### src/rtl/vga_sync_receiver.sv
// vga_sync_receiver: recovers pixel/line position from 640x480 hsync/vsync and tracks lock
module vga_sync_receiver #(
    parameter int HT          = 800,
    parameter int HD          = 640,
    parameter int VT          = 525,
    parameter int VD          = 480,
    parameter int H_FALL_PIX  = 656,
    parameter int V_FALL_LINE = 489,
    parameter int V_FALL_PIX  = 1,
    parameter int H_GOOD      = 2
) (
    input  logic       pclk,
    input  logic       reset,
    input  logic       hsync,
    input  logic       vsync,
    output logic [9:0] rx_h_cnt,
    output logic [9:0] rx_v_cnt,
    output logic       rx_valid,
    output logic       locked,
    output logic       frame_start,
    output logic       err,
    output logic [7:0] err_cnt
);
    typedef enum logic [1:0] {SEARCH, H_TRAIN, V_WAIT, LOCKED} state_t;

    localparam logic [9:0] H_LAST = 10'(HT - 1);
    localparam logic [9:0] V_LAST = 10'(VT - 1);
    localparam logic [9:0] H_FALL = 10'(H_FALL_PIX);
    localparam logic [9:0] V_FALL = 10'(V_FALL_LINE);
    localparam logic [9:0] V_PIX  = 10'(V_FALL_PIX);
    localparam logic [9:0] H_ACT  = 10'(HD);
    localparam logic [9:0] V_ACT  = 10'(VD);
    localparam logic [7:0] GOOD_N = 8'(H_GOOD);

    state_t     state, state_nx;
    logic       hs_q, vs_q, hs_fall, vs_fall, h_at, v_at, err_now;
    logic [9:0] hpos, vpos;
    logic [7:0] good, good_nx;

    assign hs_fall = hs_q & ~hsync;
    assign vs_fall = vs_q & ~vsync;
    assign h_at    = hpos == H_FALL;
    assign v_at    = vpos == V_FALL && hpos == V_PIX;

    // next state and error detection; any error drops back to SEARCH
    always_comb begin
        state_nx = state;
        good_nx  = good;
        err_now  = 1'b0;
        case (state)
            SEARCH: begin
                if (hs_fall) begin
                    state_nx = H_TRAIN;
                    good_nx  = '0;
                end
            end
            H_TRAIN: begin
                err_now = h_at & ~hs_fall;
                if (hs_fall && h_at) begin
                    good_nx = good + 8'd1;
                    if (good_nx >= GOOD_N) state_nx = V_WAIT;
                end else if (hs_fall) begin
                    good_nx = '0;
                end
            end
            V_WAIT: begin
                err_now = (hs_fall ^ h_at) | (vs_fall & (hpos != V_PIX));
                if (vs_fall) state_nx = LOCKED;
            end
            LOCKED: err_now = (hs_fall ^ h_at) | (vs_fall ^ v_at);
            default: ;
        endcase
        if (err_now) state_nx = SEARCH;
    end

    // state, position counters, sync history and error bookkeeping
    always_ff @(posedge pclk) begin
        if (reset) begin
            state   <= SEARCH;
            good    <= '0;
            hs_q    <= 1'b1;
            vs_q    <= 1'b1;
            hpos    <= '0;
            vpos    <= '0;
            err     <= 1'b0;
            err_cnt <= '0;
        end else begin
            state <= state_nx;
            good  <= good_nx;
            hs_q  <= hsync;
            vs_q  <= vsync;
            hpos  <= (hs_fall && (state == SEARCH || (state == H_TRAIN && !h_at))) ? H_FALL + 10'd1 :
                     (hpos == H_LAST ? '0 : hpos + 10'd1);
            if (state != LOCKED && state_nx == LOCKED) vpos <= V_FALL;
            else if (state == LOCKED && hpos == H_LAST) vpos <= vpos == V_LAST ? '0 : vpos + 10'd1;
            err <= err_now;
            if (err_now && err_cnt != 8'hff) err_cnt <= err_cnt + 8'd1;
        end
    end

    assign locked      = state == LOCKED;
    assign rx_valid    = locked && hpos < H_ACT && vpos < V_ACT;
    assign rx_h_cnt    = rx_valid ? hpos : '0;
    assign rx_v_cnt    = rx_valid ? vpos : '0;
    assign frame_start = locked && hpos == '0 && vpos == '0;
endmodule

### config.mk
export PLATFORM = sky130hd
export DESIGN_NAME = vga_sync_receiver
export DESIGN_NICKNAME = d
export VERILOG_FILES = /design/src/rtl/vga_sync_receiver.sv
export SDC_FILE = /design/constraint.sdc
export NUM_CORES = 1
export LEC_CHECK = 0
export BUFFER_PORTS_ARGS = -buffer_cell sky130_fd_sc_hd__clkbuf_2
export CAP_MARGIN = 20
export CORE_ASPECT_RATIO = 2
export CORE_MARGIN = 2
export CORE_UTILIZATION = 55
export DETAILED_ROUTE_END_ITERATION = 10
export GPL_ROUTABILITY_DRIVEN = 0
export PLACE_DENSITY = 0.77
export SLEW_MARGIN = 40
export SYNTH_ARGS = -nofsm -noshare
export SYNTH_HDL_FRONTEND = slang
export SYNTH_SLANG_ARGS = --single-unit
### constraint.sdc
create_clock -name pclk -period 2.8 [get_ports pclk]
set_input_delay 0.28 -clock pclk [delete_from_list [all_inputs] [get_ports pclk]]
set_output_delay 0.28 -clock pclk [all_outputs]
set_load 0.1 [all_outputs]
Word level (Yosys, flattened, before mapping)
Cells that the tools add are included.
{"block": "classes", "n_eq_ne": 12, "bitwise_logic": 11, "div": 0, "n_shift": 0, "mul": 0, "n_mux": 17, "addsub": 4, "reduce_logical": 20, "n_lt_le_gt_ge": 3}
{"op": "$mux W10", "count": 5}
{"op": "$eq A10 B10 Y1 const B", "count": 3}
{"op": "$add A10 B1 Y10 const B", "count": 2}
{"op": "$logic_not A10 Y1", "count": 2}
{"op": "$mux W9", "count": 2}
{"op": "$add A8 B1 Y8 const B", "count": 2}
{"op": "$mux W8", "count": 2}
{"op": "$pmux W8 S2", "count": 1}
{"op": "$logic_and A1 B1 Y1", "count": 11}
{"op": "$eq A10 B1 Y1 const B", "count": 1}
{"op": "$eq A10 B9 Y1 const B", "count": 1}
{"op": "$lt A10 B10 Y1 const B", "count": 1}
{"op": "$lt A10 B9 Y1 const B", "count": 1}
{"op": "$mux W2", "count": 5}
{"op": "$ne A10 B1 Y1 const B", "count": 1}
{"op": "$ge A8 B2 Y1 const B", "count": 1}
{"op": "$ne A8 B8 Y1 const B", "count": 1}
{"op": "$eq A2 B2 Y1 const B", "count": 3}
{"op": "$pmux W2 S3", "count": 1}
{"op": "$and A1 B1 Y1", "count": 4}
{"op": "$reduce_bool A2 Y1", "count": 2}
{"op": "$not A1 Y1", "count": 3}
{"op": "$pmux W1 S3", "count": 1}
{"op": "$reduce_or A3 Y1", "count": 1}
{"op": "other kinds (8)", "count": 10}
{"block": "word_totals", "n_memories": 0, "regBits": 41, "output_inout_bits": 32, "wordCells": 77, "latch_bits": 0, "in_bits": 4, "rom_bits": 0, "ram_bits": 0}

Longest topological paths before layout
Gate-level depths: netlist of run 1.
{"block": "logic_depth", "word_depth": 9, "depth_mapped": 11, "ltp_nobuf": 10}

Worst setup path after synthesis of run 1
Ideal clock, no wire load.
{"block": "synth_path", "path_type": "register -> output", "start": "register state[0]", "end": "output frame_start", "arrival_ns": 3.774, "slack_ns": -1.254, "stages_incl_launch_ff": 5, "path_buffers": 1, "path_cell_list": "dfxtp_1 buf_2 nand2_1 or4_1 nor4_1"}
{"block": "synth_between", "elab_chain_cells": 3}
{"item": "start, declared", "line": "35", "source": "state_t state, state_nx;"}
{"item": "start signal, assigned", "line": "88", "source": "state <= state_nx;"}
{"item": "$eq A2 B2 Y1", "line": "101", "source": "assign locked = state == LOCKED;"}
{"item": "$logic_and A1 B1 Y1 (2 in a row)", "line": "105", "source": "assign frame_start = locked && hpos == '0 && vpos == '0;"}
{"item": "end, declared", "line": "20", "source": "output logic frame_start,"}
Every way passes these cells.

Worst setup path in the final report of run 1
{"block": "layout_path", "start": "register hpos[9]", "end": "register err_cnt[5]"}
{"block": "layout_between", "elab_chain_cells": 6}
{"item": "start, declared", "line": "37", "source": "logic [9:0] hpos, vpos;"}
{"item": "start signal, assigned", "line": "92", "source": "hpos <= (hs_fall && (state == SEARCH || (state == H_TRAIN && !h_at))) ? H_FALL + 10'd1 :"}
{"item": "$eq A10 B1 Y1", "line": "43", "source": "assign v_at = vpos == V_FALL && hpos == V_PIX;"}
{"item": "$logic_and A1 B1 Y1", "line": "43"}
{"item": "$xor A1 B1 Y1", "line": "70", "source": "LOCKED: err_now = (hs_fall ^ h_at) | (vs_fall ^ v_at);"}
{"item": "$or A1 B1 Y1", "line": "70"}
{"item": "$pmux W1 S3 *", "line": "50", "source": "case (state)"}
{"item": "$logic_and A1 B1 Y1 *", "line": "97", "source": "if (err_now && err_cnt != 8'hff) err_cnt <= err_cnt + 8'd1;"}
{"item": "end signal, assigned", "line": "97"}
{"item": "end, declared", "line": "22", "source": "output logic [7:0] err_cnt"}
Mark *: on every way between the ends. The rest lies on a longest branch, timed or not.
A chain may end at the register's enable or synchronous reset.

==> impl_results.md, run 1 <==
* Largest area contributor in the netlist: dfxtp_1
* Final core occ at roughly two thirds
* Chip width at just over 50 um
* Total global routing overflow at 0
* Reg power frac at 51.1%
* Most frequent cell after synthesis: dfxtp_1
* Clock share of power at between 40% and 50%
* Setup violators final at 0
* Drt drc at 0
* Worst hold-check path type: in -> reg
* Cell Pwr Density at roughly 410 nW/um2
* Initial DRC Count at 25
* CTS tree: done
* Bufs on Longest Clock Path at 2
* Ys flop type: dfxtp_1
* Total GRT Usage at 22.7%
* Top post-synthesis cells by count: 41 x dfxtp_1, 33 x nor2_1, 27 x a21oi_1
* Min cycle time layout at between 2 and 3 ns
* CP bufs+invs at 0
* Crit-path max FO at 13
* Gate count of the mapped netlist at between 300 and 400
* Drt total wl at around 5300 um
* Number of synthesized flops with an enable pin at 0
* Antenna cells at 0
* Final period utilization at between 90% and 100%
* Pins Over Slew Limit at 0
* Critical-path cell list: or3b_1 > nor3_2 > ha_1 > o311a_1 > a211o_1 > or4_1 > a21oi_1
* Core box area at 4300 um2
* Worst-skew pair later-pin latency at approximately 0.3 ns
* Area after DPL at ~2800 um2
* Worst-Margin Slew at about 0.54 ns
* Vias in the first global route at 2,145
* P_leak at around 1.2 nW
* Number of vias per cell at about 5.7
* Share of layout cells above drive strength 1 at approximately 16%
* Synth Warn # at 0
* Detail Placement HPWL at between 3000 and 4000 um
* Clk pin slew, worst setup/hold paths at 0.08 ns
* Synthesized cell area at between 2000 and 2500 um2
* Maximum vdd drop at around 0.00052 V
* DR WL/cell at approximately 13 um
* Initial antenna violation count at 0
* Sequential fraction of the synthesis area at 33.9%
* CTS H-tree lvls at 2
* Syn nets at between 300 and 400
* Clock Skew at 0.00816 ns
* Vias at between 2,000 and 2,500
* Clock root cell: clkbuf_8
* Slowest CP cell: or4_1
* Top-area cell type share of the netlist area at roughly a third
* Crit path kind: reg -> reg
* Num CTS Buffers at 5
* IO Count at 36
* Crit path max-delay family: simple AND/OR/NAND/NOR gates
* Largest net degree at the start of global routing at 21
* Clk sinks at 41
* Yosys reg bits at 41
* Net Switching at about 0.28 mW
* Initial Util at 56.4%
* Sw frac at about a quarter
* Post-synth ARST share at 0%
* Synth area leaders: dfxtp_1 34%, ha_1 5.7%, a21oi_1 5.6%
* Final instance area at 2900 um2
* Syn-to-layout area delta at 19.5%
* Critical Path Sink Type: flop
* Status: complete, no violations
* RSZ-0062 raised after global routing: no
* CTS Hold Buffers Added at 0
* Critical path startpoint category: flop
* Syn_area_per_cell at slightly below 8 um2
* Final nets at between 300 and 400
* Int Pwr at a little over 0.9 mW
* Slew margin rel. at roughly 64%
* Post-synth cell types at 48
* Drt first pass iters at 4
* Crit path arrival time at 2.83 ns
* Core Rows at 34
* Port bufs at 34
* Worst endpoint required time at between 3 and 4 ns
* Comb pwr share at about 6.4%
* Die area at 4990 um2
* First-pass GRT wire length at 9030 um
* CP peak stage delay at 0.52 ns
* Post-DRT Antenna Nets at 0
* Peak Freq at between 0.3 and 0.4 GHz
* Final Hold Fails at 0
* Max-Cap Viols at 0
* Die Y at 97.9 um
-- kinds of logic (layout without fill, tap and decap cells) --
kind of cell	after synthesis	in the layout	share of synthesized area, %
and+or+nand+nor	151	151	33.5
AOI/OAI and AO/OA	57	57	14.2
DFF	41	41	33.9
buffers and inverters	28	59	5.11
xor gates and xnor gates	16	16	5.78
adders and majority gates	11	11	5.68
muxes	4	4	1.70
other	1	1	0.155
-- registers in the layout (all words and copies together) (netlist names) --
register	cells
err	1
err_cnt	8
good	8
hpos	10
hs_q	1
state	2
vpos	10
vs_q	1
-- worst paths after layout --
path                                   end  slack, ns       start  cells after the start
worst max-delay path            err_cnt[5]       0.21     hpos[9]                      7
worst min-delay path                  hs_q       0.18       hsync                      2
worst max register to register  err_cnt[5]       0.21     hpos[9]                      7
worst min register to register  err_cnt[5]       0.51  err_cnt[5]                      2
-- stage by stage --
step / power (mW) / hold WS, ns / worst slack, ns / cells / TNS [ns]
finish: 1.19 / 0.182 / 0.208 / 394 / 0
global route: 1.23 / 0.195 / 0.0741 / 394 / 0
CTS: 1.20 / 0.176 / 0.139 / 394 / 0
detailed placement: 0.695 / 0.483 / 0.158 / 386 / 0
global placement: 0.692 / 0.481 / 0.228 / 386 / 0
floorplan: 0.676 / 0.387 / -0.0859 / 309 / -0.0859
-- worst register-to-register path, delay by kind of cell (launching register included) --
kind	cells	cell delay, ns
compound gates	3	0.68
flops	1	0.41
fa+ha+maj	1	0.28
simple gates	3	1.15
-- power by group through the flow --
stage / combinational (mW) / clock (mW) / sequential, mW
finish: 0.0754 / 0.505 / 0.607
global route: 0.0848 / 0.536 / 0.609
CTS: 0.0751 / 0.515 / 0.607
detailed placement: 0.0744 / 0 / 0.621
global placement: 0.0720 / 0 / 0.620
floorplan: 0.0607 / 0 / 0.615
-- cell usage in the layout (no fill, tap or decap), types with 3 or more instances in the layout --
cell type  instances
buf_12             9
inv_1             12
nand4_1           10
nand2_1           21
or3_1              4
o21ai_0            7
or2_2              3
nand2b_1           6
a22oi_1            4
and2_1            21
nand3_1           13
clkbuf_8           6
nor3_1            10
buf_4              6
and4_1             4
dfxtp_1           41
a21oi_1           27
xnor2_1            8
nor2b_1            7
and3_1             4
xor2_1             8
clkbuf_2          24
nor4_1             3
mux2i_1            3
nor3_2             3
o21ai_1            3
nor2_1            33
ha_1              11
-- what timing repair did --
item	CTS	global route
buffers inserted	0	0
endpoints found under the setup margin	0	2
gates resized for setup	0	1
-- cell type report --
cell class                 instances  area [um2]
clock inverter                     2        37.5
inverter                          12        45.0
multi-input combinational        240        1500
fill                             378        1400
clock buffer                       6        82.6
timing repair buffer              39         345
sequential                        41         821
tap                               54        67.6
-- layer usage --
layer  GRT usage [%]  wire length [um]  vias up
li1                -                 -     1135
met1            25.3              2160     1048
met2            40.9              2870       49
met3            2.75               129       15
met4            10.4               153        0
met5               0                 0        -
(Power assumes the default switching activity.)
==> run 2: changes to the inputs <==
- BUFFER_PORTS_ARGS: -buffer_cell sky130_fd_sc_hd__clkbuf_2 -> -buffer_cell sky130_fd_sc_hd__buf_4
- clock period: 2.8 -> 2.6 ns (I/O delays scaled with it)
==> run 2 against run 1 <==
Net effect: combinational power is 16% higher; clock skew down 0.0034 ns; sequential power increased by 7.1%; flip-flop and latch count stayed put; power down 4.1%; final cell count up 2.3%; non-clock buffer count up 9; register-to-register slack about the same; utilization is 0.50 points lower; critical path depth is the same.
==> impl_results.md, run 2 (synthesis gave the netlist of run 1 again) <==
* Status: complete, no violations
* Peak Freq at 0.418 GHz (+8.4%)
* CP peak stage delay at 0.49 ns (-0.03 ns)
* Clk pin slew, worst setup/hold paths at 0.08 ns (about the same)
* CTS tree: done
* Total power at 1.14 mW (-4.1%)
* Initial DRC Count at 42 (+68%)
* RR Endpoint: err_cnt[5]
* Placed cells at 395 (+2.3%)
* Pins Over Slew Limit at 0 (unchanged)
* Reg power frac at 57.1% (+6.0 points)
* Reg2reg start: hpos[6]
* Crit path max-delay family: simple AND/OR/NAND/NOR gates
* Number of vias per cell at 5.67 (-0.54%)
* Setup violators final at 0 (unchanged)
* Setup TNS at 0 ns (unchanged)
* Die Y at 97.9 um (unchanged)
* Worst endpoint required time at 2.82 ns (-0.21 ns)
* Worst-skew pair later-pin latency at 0.29 ns (about the same)
* Net Switching at 0.281 mW (+1.3%)
* Syn-to-layout area delta at 18.6%
* Worst hold-check path type: in -> reg
* Clock share of power at 35.2% (-7.3 points)
* Sw frac at 24.6% (+1.3 points)
* Crit-path max FO at 9 (-4)
* Hold slack at 0.160 ns (-0.0215 ns)
* Drt total wl at 5140 um (-3.3%)
* Critical Path Sink Type: flop
* DR WL/cell at 12.7 um (-5.5%)
* Vias at 2,286 (+1.7%)
* Crit path arrival time at 2.61 ns (-0.22 ns)
* Clock Skew at 0.00480 ns (-0.00336 ns)
* Register-to-register setup slack at 0.21 ns (about the same)
* Detail Placement HPWL at 3890 um (-1.3%)
* Pre-CTS setup slack at 0.139 ns (-0.0188 ns)
* Min cycle time layout at 2.39 ns (-0.202 ns)
* Critical path startpoint category: flop
* Biggest regs: hpos (10), vpos (10)
* Bufs on Longest Clock Path at 2 (unchanged)
* Hold Crit Start: hsync
* Final worst setup slack at 0.210 ns (+0.00191 ns)
* Maximum vdd drop at 0.000445 V (-14%)
* Multi-input gate area at 1500 um2 (about the same)
* Clk sinks at 41 (unchanged)
* Clock root cell: clkbuf_8
* IO Count at 36 (unchanged)
* Total global routing overflow at 0 (unchanged)
* Post-DRT Antenna Nets at 0 (unchanged)
* Die area at 4990 um2 (unchanged)
* Critical-path cell list: or3b_1 > nor3_2 > ha_1 > o311a_1 > a211o_2 > or4_1 > a21oi_1
* Core Rows at 34 (unchanged)
* Final period utilization at 91.9% (-0.65 points)
* Max-Cap Viols at 0 (unchanged)
* Final Hold Fails at 0 (unchanged)
* Commonest non-fill, non-tap cell in the layout: buf_4
* Storage cell area at 821 um2 (unchanged)
* Initial Util at 56.4% (unchanged)
* Core box area at 4300 um2 (unchanged)
* Final nets at 363 (+2.5%)
* CTS H-tree lvls at 2 (unchanged)
* Vias in the first global route at 2,199 (+2.5%)
* WHS Endpoint: hs_q
* Int Pwr at 0.858 mW (-5.7%)
* Layout Cells excl Fill at 403 (+2.3%)
* WHS Path Cells at 2 (unchanged)
* Initial antenna violation count at 0 (unchanged)
* Total GRT Usage at 22.4% (-0.23 points)
* Chip width at 50.9 um (unchanged)
* Cell Pwr Density at 396 nW/um2 (-3.4%)
* Largest net degree at the start of global routing at 32 (+52%)
* RSZ-0062 raised after global routing: no
* Drt drc at 0 (unchanged)
* First-pass GRT wire length at 8960 um (-0.76%)
* Drt first pass iters at 4 (unchanged)
* CP bufs+invs at 0 (unchanged)
* Slowest CP cell: or4_1
* Reg2reg path depth at 7 (unchanged)
* Num CTS Buffers at 5 (unchanged)
* Port bufs at 34 (unchanged)
* Share of layout cells above drive strength 1 at 18.6% (+2.2 points)
* Most frequent cells in the layout: 48 x buf_4, 41 x dfxtp_1, 33 x nor2_1, 27 x a21oi_1
* Comb pwr share at 7.7% (+1.3 points)
* Fill cell count at 420 (+11%)
* Crit path kind: reg -> reg
* Antenna cells at 0 (unchanged)
* P_leak at 1.19 nW (+2.6%)
-- run 2: cell types whose count changed in the layout (fill, tap and decap cells not counted), sizes merged --
cell,before,now
buf,15,48
bufinv,1,0
clkbuf,30,6
clkinv,0,2
clkinvlp,1,0
-- run 2: metal layers --
| layer | wire length, um | part of all wire [%] | global-route usage [%] |
|---|---|---|---|
| met5 | 0 | 0 | 0 |
| met3 | 160 | 3.1 | 3.82 |
| met4 | 104 | 2.0 | 9.36 |
| met1 | 2040 | 40 | 22.5 |
| met2 | 2830 | 55 | 42.8 |
-- run 2: how the worst max path moves through the flow --
stage | from | endpoint | cells after the start
6_report | hpos[6] | err_cnt[5] | 7
3_5_place_dp | hpos[0] | err_cnt[5] | 9
5_1_grt | hpos[9] | err_cnt[2] | 9
4_1_cts | hpos[6] | err_cnt[5] | 7
3_3_place_gp | hpos[6] | err_cnt[2] | 8
2_1_floorplan | state[0] | frame_start | 4
-- run 2: metrics by stage --
| stage | cell area, um2 | util, % |
|---|---|---|
| floorplan | 2430 | - |
| finish | 2870 | 66.9 |
| detailed placement | 2790 | 64.8 |
| global route | 2870 | 66.9 |
| global placement | 2790 | 64.8 |
| CTS | 2870 | 66.7 |
-- run 2: power by group through the flow --
stage,Clock [mW],Sequential (mW),Combinational (mW)
2_1_floorplan,0,0.662,0.0654
3_3_place_gp,0,0.664,0.0864
3_5_place_dp,0,0.664,0.0867
4_1_cts,0.419,0.649,0.0872
5_1_grt,0.432,0.652,0.0998
6_report,0.401,0.650,0.0878
-- run 2: repair_timing --
item | 4_1_cts | 5_1_grt
hold buffers | 0 | 0
endpoints found under the setup margin | 0 | 5
setup buffers | 0 | 0
resized for setup | 0 | 2
-- run 2: layout make-up --
type / instances / area share (%)
Inverter: 12 / 1.57
Timing Repair Buffer: 48 / 12.5
Clock inverter: 2 / 0.348
Multi-Input combinational cell: 240 / 52.1
Tap cell: 54 / 2.35
Clock buffer: 6 / 2.53
Sequential cell: 41 / 28.6
-- run 2: worst register-to-register path, stage by stage, from the launching register on --
cell and delay [ns]:
dfxtp_1 0.31, or3b_1 0.41, nor3_2 0.21, ha_1 0.27
o311a_1 0.12, a211o_2 0.36, or4_1 0.49, a21oi_1 0.15
